$ cat src/rtl/conv_seq_pkg.sv
// Shared types and sizing helpers for the convolver sequencer.
package conv_seq_pkg;

   typedef enum logic [2:0] {
      ST_IDLE  = 3'd0,
      ST_WREQ  = 3'd1,
      ST_WLAT  = 3'd2,
      ST_CLR   = 3'd3,
      ST_RUN   = 3'd4,
      ST_NEXT  = 3'd5,
      ST_FLUSH = 3'd6,
      ST_DONE  = 3'd7
   } state_e;

   function automatic int filt_w(input int max_filt);
      return $clog2(max_filt + 1);
   endfunction

   function automatic int opf_calc(input int n, input int k, input int s);
      return ((n - k) / s + 1) * ((n - k) / s + 1);
   endfunction

   function automatic int wword_w(input int k, input int dw);
      return k * k * dw;
   endfunction

   localparam int WWORD_W_DEFAULT = wword_w(3, 16);

endpackage

$ cat src/rtl/conv_seq_fifo.sv
// Synchronous result FIFO holding {filter tag, result} entries; cleared on reset.
module conv_seq_fifo #(
   parameter int DEPTH = 4,
   parameter int WIDTH = 34
) (
   input  logic                       clk,
   input  logic                       rst,
   input  logic                       push,
   input  logic [WIDTH-1:0]           push_data,
   input  logic                       pop,
   output logic [WIDTH-1:0]           pop_data,
   output logic [$clog2(DEPTH+1)-1:0] count
);
   localparam int PW = $clog2(DEPTH);
   localparam int CW = $clog2(DEPTH + 1);

   logic [WIDTH-1:0] mem_q [DEPTH];
   logic [WIDTH-1:0] mem_d [DEPTH];
   logic [PW-1:0]    wr_ptr_q, wr_ptr_d, rd_ptr_q, rd_ptr_d;
   logic [CW-1:0]    cnt_q, cnt_d;
   logic             push_ok_s, pop_ok_s;

   // next-state for storage, pointers and occupancy
   always_comb begin
      push_ok_s = push && (cnt_q != CW'(DEPTH));
      pop_ok_s  = pop && (cnt_q != '0);
      mem_d     = mem_q;
      if (push_ok_s) begin
         mem_d[wr_ptr_q] = push_data;
         wr_ptr_d        = wr_ptr_q + PW'(1'b1);
      end else begin
         wr_ptr_d = wr_ptr_q;
      end
      if (pop_ok_s) begin
         rd_ptr_d = rd_ptr_q + PW'(1'b1);
      end else begin
         rd_ptr_d = rd_ptr_q;
      end
      case ({push_ok_s, pop_ok_s})
         2'b10:   cnt_d = cnt_q + CW'(1'b1);
         2'b01:   cnt_d = cnt_q - CW'(1'b1);
         default: cnt_d = cnt_q;
      endcase
   end

   // state registers
   always_ff @(posedge clk) begin
      if (rst) begin
         for (int i = 0; i < DEPTH; i++) begin
            mem_q[i] <= '0;
         end
         wr_ptr_q <= '0;
         rd_ptr_q <= '0;
         cnt_q    <= '0;
      end else begin
         mem_q    <= mem_d;
         wr_ptr_q <= wr_ptr_d;
         rd_ptr_q <= rd_ptr_d;
         cnt_q    <= cnt_d;
      end
   end

   assign pop_data = mem_q[rd_ptr_q];
   assign count    = cnt_q;

endmodule

$ cat src/rtl/conv_sequencer.sv
// Control sequencer for one convolver: weight fetch, clear, activation streaming, tagged results.
// Build option CONV_SEQ_RELU_EN clamps negative (signed) convolver results to zero.
module conv_sequencer import conv_seq_pkg::*; #(
   parameter int N          = 4,
   parameter int K          = 3,
   parameter int S          = 1,
   parameter int DW         = 16,
   parameter int OW         = 32,
   parameter int MAX_FILT   = 4,
   parameter int FIFO_DEPTH = 4
) (
   input  logic                           clk,
   input  logic                           global_rst,
   input  logic                           start,
   input  logic [filt_w(MAX_FILT)-1:0]    num_filt,
   output logic                           busy,
   output logic                           done,
   output logic                           err,
   output logic [filt_w(MAX_FILT)-2:0]    w_addr,
   input  logic [K*K*DW-1:0]              w_data,
   input  logic [DW-1:0]                  s_act_data,
   input  logic                           s_act_valid,
   output logic                           s_act_ready,
   output logic                           conv_ce,
   output logic                           conv_rst,
   output logic [K*K*DW-1:0]              conv_weight,
   output logic [DW-1:0]                  conv_act,
   input  logic [OW-1:0]                  conv_op,
   input  logic                           conv_valid,
   input  logic                           conv_end,
   output logic [OW-1:0]                  m_res_data,
   output logic [filt_w(MAX_FILT)-2:0]    m_res_filt,
   output logic                           m_res_valid,
   input  logic                           m_res_ready
);
   localparam int FW  = filt_w(MAX_FILT);
   localparam int TW  = FW - 1;
   localparam int WW  = wword_w(K, DW);
   localparam int NN  = N * N;
   localparam int CW  = $clog2(NN + 1);
   localparam int OPF = opf_calc(N, K, S);
   localparam int QW  = $clog2(FIFO_DEPTH + 1);
   localparam int EW  = TW + OW;

   state_e          state_q, state_d;
   logic [FW-1:0]   num_filt_q, num_filt_d, filt_idx_q, filt_idx_d;
   logic [CW-1:0]   act_cnt_q, act_cnt_d, res_cnt_q, res_cnt_d;
   logic [WW-1:0]   weight_q, weight_d;
   logic [TW-1:0]   w_addr_q, w_addr_d;
   logic            busy_q, busy_d, done_q, done_d, err_q, err_d;

   logic [FW-1:0]   nf_clamped_s;
   logic            act_ready_s, ce_s, push_s, pop_s;
   logic [OW-1:0]   res_data_s;
   logic [QW-1:0]   fifo_cnt_s;
   logic [EW-1:0]   fifo_out_s;

   assign nf_clamped_s = (num_filt > FW'(MAX_FILT)) ? FW'(MAX_FILT) : num_filt;
   // a free FIFO slot is guaranteed before every ce, so the convolver never loses a result
   assign act_ready_s  = (state_q == ST_RUN) && (act_cnt_q < CW'(NN)) && (fifo_cnt_s < QW'(FIFO_DEPTH));
   assign ce_s         = s_act_valid && act_ready_s;
   assign push_s       = conv_valid && ce_s;
   assign pop_s        = (fifo_cnt_s != '0) && m_res_ready;

   // result shaping before the FIFO
   always_comb begin
`ifdef CONV_SEQ_RELU_EN
      if (conv_op[OW-1]) begin
         res_data_s = '0;
      end else begin
         res_data_s = conv_op;
      end
`else
      res_data_s = conv_op;
`endif
   end

   // sequencer next-state and registered-output computation
   always_comb begin
      state_d    = state_q;
      num_filt_d = num_filt_q;
      filt_idx_d = filt_idx_q;
      act_cnt_d  = act_cnt_q;
      res_cnt_d  = res_cnt_q;
      weight_d   = weight_q;
      err_d      = err_q;
      case (state_q)
         ST_IDLE: begin
            if (start) begin
               num_filt_d = nf_clamped_s;
               filt_idx_d = '0;
               if (nf_clamped_s != '0) begin
                  state_d = ST_WREQ;
               end else begin
                  state_d = ST_DONE;
               end
            end else begin
               state_d = ST_IDLE;
            end
         end
         ST_WREQ: state_d = ST_WLAT;
         ST_WLAT: begin
            weight_d = w_data;
            state_d  = ST_CLR;
         end
         ST_CLR: begin
            act_cnt_d = '0;
            res_cnt_d = '0;
            state_d   = ST_RUN;
         end
         ST_RUN: begin
            act_cnt_d = act_cnt_q + CW'(ce_s);
            if (res_cnt_q != CW'(OPF)) begin
               res_cnt_d = res_cnt_q + CW'(push_s);
            end else begin
               res_cnt_d = res_cnt_q;
            end
            if (conv_end && ce_s && ((res_cnt_q + CW'(push_s)) != CW'(OPF))) begin
               err_d = 1'b1;
            end else begin
               err_d = err_q;
            end
            if (act_cnt_q == CW'(NN)) begin
               state_d = ST_NEXT;
            end else begin
               state_d = ST_RUN;
            end
         end
         ST_NEXT: begin
            filt_idx_d = filt_idx_q + FW'(1'b1);
            if ((filt_idx_q + FW'(1'b1)) < num_filt_q) begin
               state_d = ST_WREQ;
            end else begin
               state_d = ST_FLUSH;
            end
         end
         ST_FLUSH: begin
            if (fifo_cnt_s == '0) begin
               state_d = ST_DONE;
            end else begin
               state_d = ST_FLUSH;
            end
         end
         ST_DONE: state_d = ST_IDLE;
         default: state_d = ST_IDLE;
      endcase
      busy_d   = (state_d != ST_IDLE) && (state_d != ST_DONE);
      done_d   = (state_d == ST_DONE);
      w_addr_d = filt_idx_d[TW-1:0];
   end

   // sequencer registers
   always_ff @(posedge clk) begin
      if (global_rst) begin
         state_q    <= ST_IDLE;
         num_filt_q <= '0;
         filt_idx_q <= '0;
         act_cnt_q  <= '0;
         res_cnt_q  <= '0;
         weight_q   <= '0;
         w_addr_q   <= '0;
         busy_q     <= 1'b0;
         done_q     <= 1'b0;
         err_q      <= 1'b0;
      end else begin
         state_q    <= state_d;
         num_filt_q <= num_filt_d;
         filt_idx_q <= filt_idx_d;
         act_cnt_q  <= act_cnt_d;
         res_cnt_q  <= res_cnt_d;
         weight_q   <= weight_d;
         w_addr_q   <= w_addr_d;
         busy_q     <= busy_d;
         done_q     <= done_d;
         err_q      <= err_d;
      end
   end

   conv_seq_fifo #(
      .DEPTH (FIFO_DEPTH),
      .WIDTH (EW)
   ) u_fifo (
      .clk       (clk),
      .rst       (global_rst),
      .push      (push_s),
      .push_data ({filt_idx_q[TW-1:0], res_data_s}),
      .pop       (pop_s),
      .pop_data  (fifo_out_s),
      .count     (fifo_cnt_s)
   );

   assign busy        = busy_q;
   assign done        = done_q;
   assign err         = err_q;
   assign w_addr      = w_addr_q;
   assign s_act_ready = act_ready_s;
   assign conv_ce     = ce_s;
   assign conv_rst    = global_rst || (state_q == ST_CLR);
   assign conv_weight = weight_q;
   assign conv_act    = s_act_data;
   assign m_res_data  = fifo_out_s[OW-1:0];
   assign m_res_filt  = fifo_out_s[EW-1:OW];
   assign m_res_valid = (fifo_cnt_s != '0);

endmodule

$ cat config.mk
export PLATFORM = sky130hd
export DESIGN_NAME = conv_sequencer
export DESIGN_NICKNAME = d
export VERILOG_FILES = /design/src/rtl/conv_seq_pkg.sv /design/src/rtl/conv_seq_fifo.sv /design/src/rtl/conv_sequencer.sv
export SDC_FILE = /design/constraint.sdc
export NUM_CORES = 1
export LEC_CHECK = 0
export CORE_UTILIZATION = 41
export CTS_CLUSTER_DIAMETER = 100
export DETAILED_ROUTE_END_ITERATION = 7
export GPL_ROUTABILITY_DRIVEN = 0
export GPL_TIMING_DRIVEN = 0
export PLACE_DENSITY = 0.76
export SLEW_MARGIN = 5
export SYNTH_ARGS = -nofsm -noshare
export SYNTH_HDL_FRONTEND = slang
export SYNTH_SLANG_ARGS = --single-unit
$ cat constraint.sdc
create_clock -name clk -period 1.9 [get_ports clk]
set_input_delay 0.19 -clock clk [delete_from_list [all_inputs] [get_ports clk]]
set_output_delay 0.19 -clock clk [all_outputs]
set_load 0.05 [all_outputs]
==> flow_metrics.env <==
export IMPL_worst_ir_drop_vdd_mv=0.812
export IMPL_worst_path_max_fanout=6
export IMPL_placement_setup_worst_slack_ns=-0.746
export IMPL_synth_edf_count=0
export IMPL_antenna_violations_before_repair=6
export IMPL_dominantRegCellSynth="sky130_fd_sc_hd__dfxtp_1"
export IMPL_synthesis_area_per_instance_um2=8.23
export IMPL_post_synthesis_net_count=1687
export IMPL_dp_hpwl_um=29900
export IMPL_insertion_delay_ns=0.51
export IMPL_finalPower_mw=17.3
export IMPL_sequential_cell_area_fraction_in_the_yosys_report_pct=51.1
export IMPL_cts_sinks=309
export IMPL_grtUsageTotal_pct=28.4
export IMPL_grt_pass1_vias=12500
export IMPL_slowest_stage="sky130_fd_sc_hd__mux4_2"
export IMPL_outcome="finished, violations left"
export IMPL_critical_path_top_cell_by_count="sky130_fd_sc_hd__buf_12"
export IMPL_detailedRoute_firstIterationViolations=1034
export IMPL_worst_hold_slack_ns=0.224
export IMPL_io_pin_count=405
export IMPL_die_width_um=174
export IMPL_min_delay_path_class="in2reg"
export IMPL_viasPerCell=5.40
export IMPL_route_detailed_drc=0
export IMPL_final_max_slew_violation_count=0
export IMPL_grt_setup_unrepaired="yes"
export IMPL_post_layout_cell_count=2360
export IMPL_synth_warnings=0
export IMPL_coreArea_mm2=0.0289
export IMPL_failing_checks="setup timing"
export IMPL_fmax_ghz=0.456
export IMPL_relSlewSlack_pct=45.6
export IMPL_tritoncts_clock_tree="yes"
export IMPL_portbufs=387
export IMPL_cts_htree_levels=2
export IMPL_num_rows=62
export IMPL_timing_final_setup_violations=71
export IMPL_area_growth_syn_to_layout_pct=59.3
export IMPL_power_per_cell_area_mw_per_mm2=896
export IMPL_cts_buffer_depth=3
export IMPL_path_delay_family="buffers and inverters"
export IMPL_crit_chain="buf_12 -> buf_12 -> buf_16 -> mux4_2 -> buf_8"
export IMPL_design_die_area_mm2=0.0302
export IMPL_worst_slew_pin_slew_ns=0.816
export IMPL_netlist_area_before_placement_mm2=0.0121
export IMPL_placed_area_mm2=0.0165
export IMPL_layout_core_utilization_pct=66.9
export IMPL_post_route_period_util_pct=115
export IMPL_numCtsBuffers=35
export IMPL_post_cts_hold_buffer_count=0
export IMPL_cp_arrival_ns=2.00
export IMPL_critPathCaptureType="output pin"
export IMPL_finalWirelength_um=47000
export IMPL_finish_instance_area_mm2=0.0193
export IMPL_synth_distinct_cells=42
export IMPL_timing_critical_path_slowest_cell_delay_ns=0.56
export IMPL_grt_start_max_net_pins=14
export IMPL_final_setup_worst_slack_ns=-0.292
export IMPL_synthArstFlopShare_pct=0
export IMPL_proportion_of_layout_cells_with_a_drive_suffix_above_1_pct=19.8
export IMPL_register_area_mm2=0.00621
export IMPL_cts_root_buffer_cell="sky130_fd_sc_hd__clkbuf_16"
export IMPL_timing_clock_skew_ns=0.0215
export IMPL_startpoint_type="flop"
export IMPL_worst_endpoint_required_ns=1.71
export IMPL_place_detailed_instances=2243
export IMPL_synth_seq_cells=309
export IMPL_dr_pass1_iters=6
export IMPL_first_pass_grt_wire_length_um=67400
export IMPL_synth_cells=1472
export IMPL_worstSetupPathType="reg2out"
export IMPL_height_of_the_chip_um=174
export IMPL_cap_viol_max_count=0
export IMPL_total_leakage_power_nw=7.70
export IMPL_timing_final_hold_violations=0
export IMPL_fillerInstances=2183
export IMPL_setup_total_negative_slack_ns=-7.34
export IMPL_detailroute_via_count=12800
export IMPL_final_min_clock_period_ns=2.19
export IMPL_multiInputGateArea_mm2=0.00588
export IMPL_drtAntennaViolNets=0
export IMPL_routedWlPerCell_um=19.9
export IMPL_overflow_left_after_global_routing=0
export IMPL_critical_path_buf_inv_count=4
export IMPL_initial_core_util_pct=42.0
export IMPL_clock_transition_at_the_registers_of_the_reported_paths_ns=0.06
export IMPL_final_net_count=2160
-- worst min-delay path, delay by kind of cell --
kind | cells | cell delay [ns]
buffers and inverters | 1 | 0.40
AOI/OAI and AO/OA | 1 | 0.05
and+or+nand+nor | 1 | 0.05
-- flip-flops by register name, indices dropped and copies added (netlist names), 2 cells and up --
register         cells
u_fifo.rd_ptr_q      2
state_q              3
filt_idx_q           3
u_fifo.mem_q       136
act_cnt_q            5
res_cnt_q            5
u_fifo.wr_ptr_q      2
num_filt_q           3
u_fifo.count         3
conv_weight        144
-- what timing repair did --
| item | in CTS | in global routing |
|---|---|---|
| gates cloned | 11 | 4 |
| pin swaps | 24 | 41 |
| endpoints found under the setup margin | 345 | 213 |
| endpoints found under the hold margin | 0 | 0 |
| setup buffers | 28 | 14 |
| resized for setup | 435 | 199 |
-- path summary, 6_finish.rpt --
path	from	slack, ns	end	depth (start not counted)
min	w_data[66]	0.22	conv_weight[66]	3
max reg2reg	state_q[0]	-0.12	res_cnt_q[2]	10
max	u_fifo.rd_ptr_q[0]	-0.29	m_res_data[19]	5
min reg2reg	conv_weight[84]	0.45	conv_weight[84]	2
-- report_power, final --
group / switching, mW / total [mW] / internal (mW)
clock network: 2.73 / 6.87 / 4.14
logic: 2.21 / 3.51 / 1.30
registers: 0.157 / 6.92 / 6.76
total: 5.10 / 17.3 / 12.2
-- cells by family (layout without fill, tap and decap cells) --
family                     count (synthesis)  after routing  synth area share (%)
AOI/OAI and AO/OA                        324            324                  13.8
xor gates and xnor gates                   7              7                 0.506
adders and majority gates                 13             13                  1.40
buffers and inverters                    138            634                  5.74
DFF                                      309            309                  51.1
muxes                                     35             35                  6.40
other                                      0              6                     0
and+or+nand+nor                          646            648                  21.1
-- synthesized netlist by cell type, types with 5 or more instances --
library cell	count	area, µm²
sky130_fd_sc_hd__nand2_1	577	2170
sky130_fd_sc_hd__clkbuf_1	69	259
sky130_fd_sc_hd__nand3_1	6	30.0
sky130_fd_sc_hd__buf_6	10	113
sky130_fd_sc_hd__and3_1	6	37.5
sky130_fd_sc_hd__buf_4	18	135
sky130_fd_sc_hd__xor2_1	5	43.8
sky130_fd_sc_hd__a22oi_1	5	37.5
sky130_fd_sc_hd__inv_1	11	41.3
sky130_fd_sc_hd__nor2_1	24	90.1
sky130_fd_sc_hd__buf_2	28	140
sky130_fd_sc_hd__o21ai_0	6	30.0
sky130_fd_sc_hd__ha_1	12	150
sky130_fd_sc_hd__and2_1	8	50.1
sky130_fd_sc_hd__dfxtp_1	309	6190
sky130_fd_sc_hd__a21oi_1	300	1500
sky130_fd_sc_hd__mux4_2	34	766
-- placed cells by master, fill, tap and decap left out, types with 35 or more instances in the layout --
| master | instances |
|---|---|
| sky130_fd_sc_hd__clkbuf_16 | 43 |
| sky130_fd_sc_hd__dfxtp_1 | 300 |
| sky130_fd_sc_hd__nand2_1 | 512 |
| sky130_fd_sc_hd__buf_6 | 51 |
| sky130_fd_sc_hd__nand2_2 | 35 |
| sky130_fd_sc_hd__clkbuf_1 | 60 |
| sky130_fd_sc_hd__clkdlybuf4s50_1 | 281 |
| sky130_fd_sc_hd__buf_4 | 49 |
| sky130_fd_sc_hd__a21oi_1 | 258 |
| sky130_fd_sc_hd__a21oi_2 | 42 |
-- final cells by class --
cell class | count | area share (%)
multi-input cells | 1027 | 30.4
flip-flops and latches | 309 | 32.2
diodes | 6 | 0.0778
inverters | 12 | 0.259
clock buffers | 50 | 5.26
plain buffers | 122 | 4.75
well taps | 384 | 2.49
repair buffers | 438 | 23.8
clock inverters | 12 | 0.752
-- metal layers --
layer | GRT usage (%) | part of all wire (%) | wire (µm)
met4 | 12.3 | 4.4 | 2080
met3 | 9.93 | 10 | 4930
met2 | 51.4 | 51 | 24200
met1 | 29.5 | 34 | 15900
met5 | 0 | 0 | 0
(Power assumes the default switching activity.)
